## src/rtl/fns_enc_seq_16_pkg.sv

```systemverilog
// fns_enc_seq_16_pkg: shared FNS weights, widths and encoder state encoding.
package fns_enc_seq_16_pkg;
    localparam int CW_BITS = 16;
    localparam int FBLEN16 = 13;
    localparam int DW = FBLEN16;
    localparam logic [DW-1:0] FNS_MAX16 = 13'd2583;
    typedef enum logic [1:0] {IDLE = 2'd0, RUN = 2'd1, DONE = 2'd2} state_t;
    // FNS01..FNS16, index 0 is the weight of codeword bit 0
    localparam logic [DW-1:0] FNS_W [CW_BITS] = '{
        13'd1, 13'd2, 13'd3, 13'd5, 13'd8, 13'd13, 13'd21, 13'd34,
        13'd55, 13'd89, 13'd144, 13'd233, 13'd377, 13'd610, 13'd987, 13'd1597
    };
endpackage

```

## src/rtl/fns_weight_sel_16.sv

```systemverilog
// fns_weight_sel_16: combinational bit-index to FNS weight lookup.
module fns_weight_sel_16
    import fns_enc_seq_16_pkg::*;
(
    input  logic [3:0]    idx,
    output logic [DW-1:0] weight
);
    assign weight = FNS_W[idx];
endmodule

```

## src/rtl/fns_enc_seq_16.sv

```systemverilog
// fns_enc_seq_16: greedy MSB-first Zeckendorf encoder, one codeword bit per cycle.
module fns_enc_seq_16
    import fns_enc_seq_16_pkg::*;
(
    input  logic               clk,
    input  logic               rst_n,
    input  logic [DW-1:0]      in_data,
    input  logic               in_valid,
    output logic               in_ready,
    output logic [CW_BITS-1:0] out_code,
    output logic               out_err,
    output logic               out_valid,
    input  logic               out_ready
);
    state_t state, state_next;
    logic [DW-1:0] rem, weight;
    logic [3:0] idx;
    logic take, too_big;

    fns_weight_sel_16 u_wsel (.idx(idx), .weight(weight));

    assign too_big   = in_data > FNS_MAX16;
    assign take      = rem >= weight;
    assign in_ready  = state == IDLE;
    assign out_valid = state == DONE;

    always_ff @(posedge clk or negedge rst_n) begin
        if (!rst_n) state <= IDLE;
        else        state <= state_next;
    end

    always_comb begin
        state_next = state;
        case (state)
            IDLE:    state_next = in_valid ? (too_big ? DONE : RUN) : IDLE;
            RUN:     state_next = (idx == 4'd0) ? DONE : RUN;
            DONE:    state_next = out_ready ? IDLE : DONE;
            default: state_next = IDLE;
        endcase
    end

    always_ff @(posedge clk or negedge rst_n) begin
        if (!rst_n) begin
            rem      <= '0;
            out_code <= '0;
            out_err  <= 1'b0;
            idx      <= 4'd15;
        end else if (state == IDLE && in_valid) begin
            rem      <= too_big ? '0 : in_data;
            out_code <= '0;
            out_err  <= too_big;
            idx      <= 4'd15;
        end else if (state == RUN) begin
            // taking the largest fitting weight guarantees no adjacent ones
            out_code[idx] <= take;
            rem           <= take ? rem - weight : rem;
            idx           <= idx - 4'd1;
        end
    end
endmodule

```

## config.mk

```make
export PLATFORM = sky130hd
export DESIGN_NAME = fns_enc_seq_16
export DESIGN_NICKNAME = d
export VERILOG_FILES = /design/src/rtl/fns_enc_seq_16_pkg.sv /design/src/rtl/fns_weight_sel_16.sv /design/src/rtl/fns_enc_seq_16.sv
export SDC_FILE = /design/constraint.sdc
export NUM_CORES = 1
export LEC_CHECK = 0
export CORE_UTILIZATION = 50
export CTS_BUF_LIST = sky130_fd_sc_hd__clkbuf_16
export CTS_CLUSTER_SIZE = 14
export DETAILED_ROUTE_END_ITERATION = 10
export PLACE_DENSITY = 0.77
export SYNTH_ARGS = -nofsm -noshare
export SYNTH_HDL_FRONTEND = slang
export SYNTH_SLANG_ARGS = --single-unit
```

## constraint.sdc

```tcl
create_clock -name clk -period 3.1 [get_ports clk]
set_clock_uncertainty 0.1 [all_clocks]
set_input_delay 0.465 -clock clk [delete_from_list [all_inputs] [get_ports clk]]
set_output_delay 0.465 -clock clk [all_outputs]
set_load 0.005 [all_outputs]
```

==> summary.md <==
| Metric | Value |
|---|---|
| Crit-path cells | `inv_2 > ha_2 > nor2_1 > nor3_2 > a31oi_4 > ha_4 > inv_2 > fa_2 > a21o_1 > a21oi_2 > o221a_2 > o21ai_2 > or4_1 > a21oi_1` |
| Final #Nets | `389` |
| Compound-cell area share of the yosys netlist | `25.9%` |
| Worst Setup Path Type | `reg2reg` |
| ANT nets after route | `0` |
| # DRC | `0` |
| Detailed Place HPWL | `5120 um` |
| Number of rows created at floorplan | `25` |
| RSZ-0062 raised after global routing | `yes` |
| Share of the core filled with cells in the final layout | `74.5%` |
| # H-tree levels | `2` |
| Register bit total from synthesis | `36` |
| Final Worst Setup Slack | `-0.176 ns` |
| Core Area | `4820 um^2` |
| Post-synthesis instance total | `282` |
| Per-cell routed wire length | `18.5 um` |
| Placer Congestion | `0.922` |
| Sum of routed wire length over all layers | `7770 um` |
| Synthesized net count | `319` |
| Wire length of the first global-routing pass | `12200 um` |
| Maximum number of pins on one net before global-route repair | `37` |
| Initial DRC Count | `238` |
| Timing-limited maximum frequency | `305 MHz` |
| Combinational family with the most area after synthesis | `compound AO/OA/AOI/OAI gates` |
| CTS buffer count | `5` |
| Number of hold-slack violations in the final timing report | `0` |
| Main synth FF type | `dfrtp_1` |
| Count of synthesis-stage warnings from yosys | `0` |
| Final worst path period share | `106%` |
| Die X | `73.4 um` |
| Most common library cell in the layout ignoring fill and taps | `buf_4` |
| Violated checks | `setup timing` |
| Largest area contributor in the netlist | `dfrtp_1` |
| GRT Resource Usage Total | `30.1%` |
| Max-cap check violation count | `0` |
| Clk Latency, worst-skew pair | `0.28 ns` |
| Average footprint of a synthesized cell | `9.05 um^2` |
| Most prevalent standard cell on the critical path | `inv_2` |
| Slew headroom | `42.4%` |
| Count of clock tree sinks | `36` |
| Leading cell types in the layout, fill and taps excluded | `43 x buf_4, 34 x clkdlybuf4s50_1, 33 x nand2_1, 32 x dfrtp_1` |
| Antenna violations before repair | `0` |
| Area of the multi-input gates | `1720 um^2` |
| Proportion of layout cells with a drive suffix above 1 | `27.2%` |
| Total overflow reported by the global router | `0` |
| Count of pins on the block boundary | `36` |
| Mux share of post-synthesis cell area | `5.35%` |
| # fillers | `345` |
| Worst r2r dst | `rem[12]` |
| Routed via count divided by cell count | `6.26` |
| Buffers & Inverters on Critical Path | `2` |
| Number of detailed-routing iterations run before antenna repair | `7` |
| Maximum root-to-sink buffer count | `2` |
| Fraction of registers with async set or reset after synthesis | `100%` |
| Endpoint type of the worst setup path | `flop` |
| Antenna diode count | `0` |
| Maximum fanout encountered on the critical timing path | `4` |
| Fin crit period | `3.28 ns` |
| Mapped Area | `2550 um^2` |
| Port Buffer Count | `35` |
| Total number of vias | `2630` |
| Least-Margin Pin Slew | `0.864 ns` |
| Startpoint type of the worst setup path | `flop` |
| Signal arrival time at the worst endpoint | `3.38 ns` |
| Area Overhead vs Synth | `40.8%` |
| Register-to-Register Path Depth | `14` |
| Simple-gate area share of the yosys netlist | `15.5%` |
| Worst endpoint required time | `3.20 ns` |
| Design Area, Final | `3590 um^2` |
| Post-placement cell area | `3220 um^2` |
| Dominant cells by area after synthesis | `dfrtp_1 31%, ha_1 9.3%, nand2_1 5.0%` |
| Post-synth EDFFs | `0` |
| Die Span Y | `73.4 um` |
| Fin. max-slew vios | `0` |
| Total setup violations reported at the end of the flow | `10` |
| CP peak stage delay | `0.57 ns` |
| Fraction of the mapped netlist area in adder cells | `10.1%` |
| Hold crit path type | `in2async` |
| Total negative slack | `-0.631 ns` |
| Register area | `906 um^2` |
| Post-synthesis cell type count | `51` |
| Vias in the first global route | `2483` |
| Status | `finished with violations` |
| Root buf cell | `clkbuf_16` |
| XOR/XNOR Fraction of Synth Area | `3.43%` |
| Startpoint of the lowest-slack register-to-register path | `idx[1]` |
| Die outline area | `5390 um^2` |
| Register-to-register setup slack | `-0.18 ns` |
| Standard cell with the maximum stage delay on the critical path | `dfstp_2` |
| Seq/Total Area, Yosys | `35.5%` |
| Initial standard-cell utilization of the core | `53.0%` |
| Worst setup path startpoint | `idx[1]` |
| Fraction of synthesized cell area taken by the top area cell type | `31.4%` |
| Critical path's top delay family | `compound AO/OA/AOI/OAI gates` |
| Clock transition at the registers of the reported paths | `0.06 ns` |
| Clock tree from TritonCTS | `yes` |
-- timing repair --
action                                  CTS  global route
hold buffers                              0             0
hold endpoints to repair                  0             0
endpoints found under the setup margin   13            28
resized for setup                        23            13
buffers inserted                          4             2
cloned                                    0             0
pin swaps                                14             7
-- registers in the layout, indices dropped and copies added (netlist names) --
register / flops
out_code: 16
rem: 13
idx: 4
state: 2
out_err: 1
-- worst max-delay path by stage --
| stage | end | depth (start not counted) |
|---|---|---|
| finish | rem[12] | 14 |
| global route | rem[12] | 14 |
| CTS | rem[12] | 13 |
| detailed placement | rem[12] | 13 |
| global placement | rem[12] | 14 |
| floorplan | rem[12] | 14 |
-- through the flow --
| stage | hold WS, ns | cells | worst slack (ns) |
|---|---|---|---|
| 2_1_floorplan | 0.0694 | 282 | 0.00502 |
| 3_3_place_gp | 0.383 | 406 | -0.0634 |
| 5_1_grt | 0.262 | 420 | -0.185 |
| 3_5_place_dp | 0.397 | 406 | -0.166 |
| 4_1_cts | 0.224 | 418 | -0.00847 |
| 6_report | 0.195 | 420 | -0.176 |
-- layout make-up --
type | count | area share (%)
Clock buffer | 5 | 3.48
Inverter | 8 | 0.906
Sequential cell | 36 | 25.2
Clock inverter | 3 | 1.05
Tap cell | 67 | 2.33
Multi-Input combinational cell | 221 | 47.8
Timing Repair Buffer | 80 | 19.2
-- worst reg2reg max path: cells and delay by family, from the launching register on --
kind	cells	cell delay [ns]
buffers and inverters	2	0.11
AO/OA/AOI/OAI	6	1.12
adder cells (fa/ha/maj)	3	0.71
flip-flops	1	0.57
AND/OR/NAND/NOR	3	0.58
-- metal layers --
layer | global-route usage [%] | wire [um] | up-vias
li1 | - | - | 1193
met1 | 38.4 | 3180 | 1254
met2 | 50.6 | 3830 | 154
met3 | 4.94 | 537 | 29
met4 | 12.6 | 217 | 0
met5 | 0 | 0 | -
-- cell families after synthesis --
family	Yosys count
AOI/OAI and AO/OA	96
and+or+nand+nor	85
DFF	36
buffers and inverters	25
adders and majority gates	20
xor gates and xnor gates	10
muxes	10
-- cell usage after synthesis, types with 6 or more instances --
library cell / number
a21oi_1: 16
clkbuf_1: 12
dfrtp_1: 32
ha_1: 19
inv_1: 8
mux2_4: 7
nand2_1: 34
nand2b_1: 6
nand3_1: 6
nor2_1: 16
nor3_1: 8
o211ai_1: 16
o21ai_0: 17
o31ai_1: 13
xor2_1: 6
Power is not shown: default switching activity piles up to over one toggle a cycle in this logic, so the estimate is an artifact.
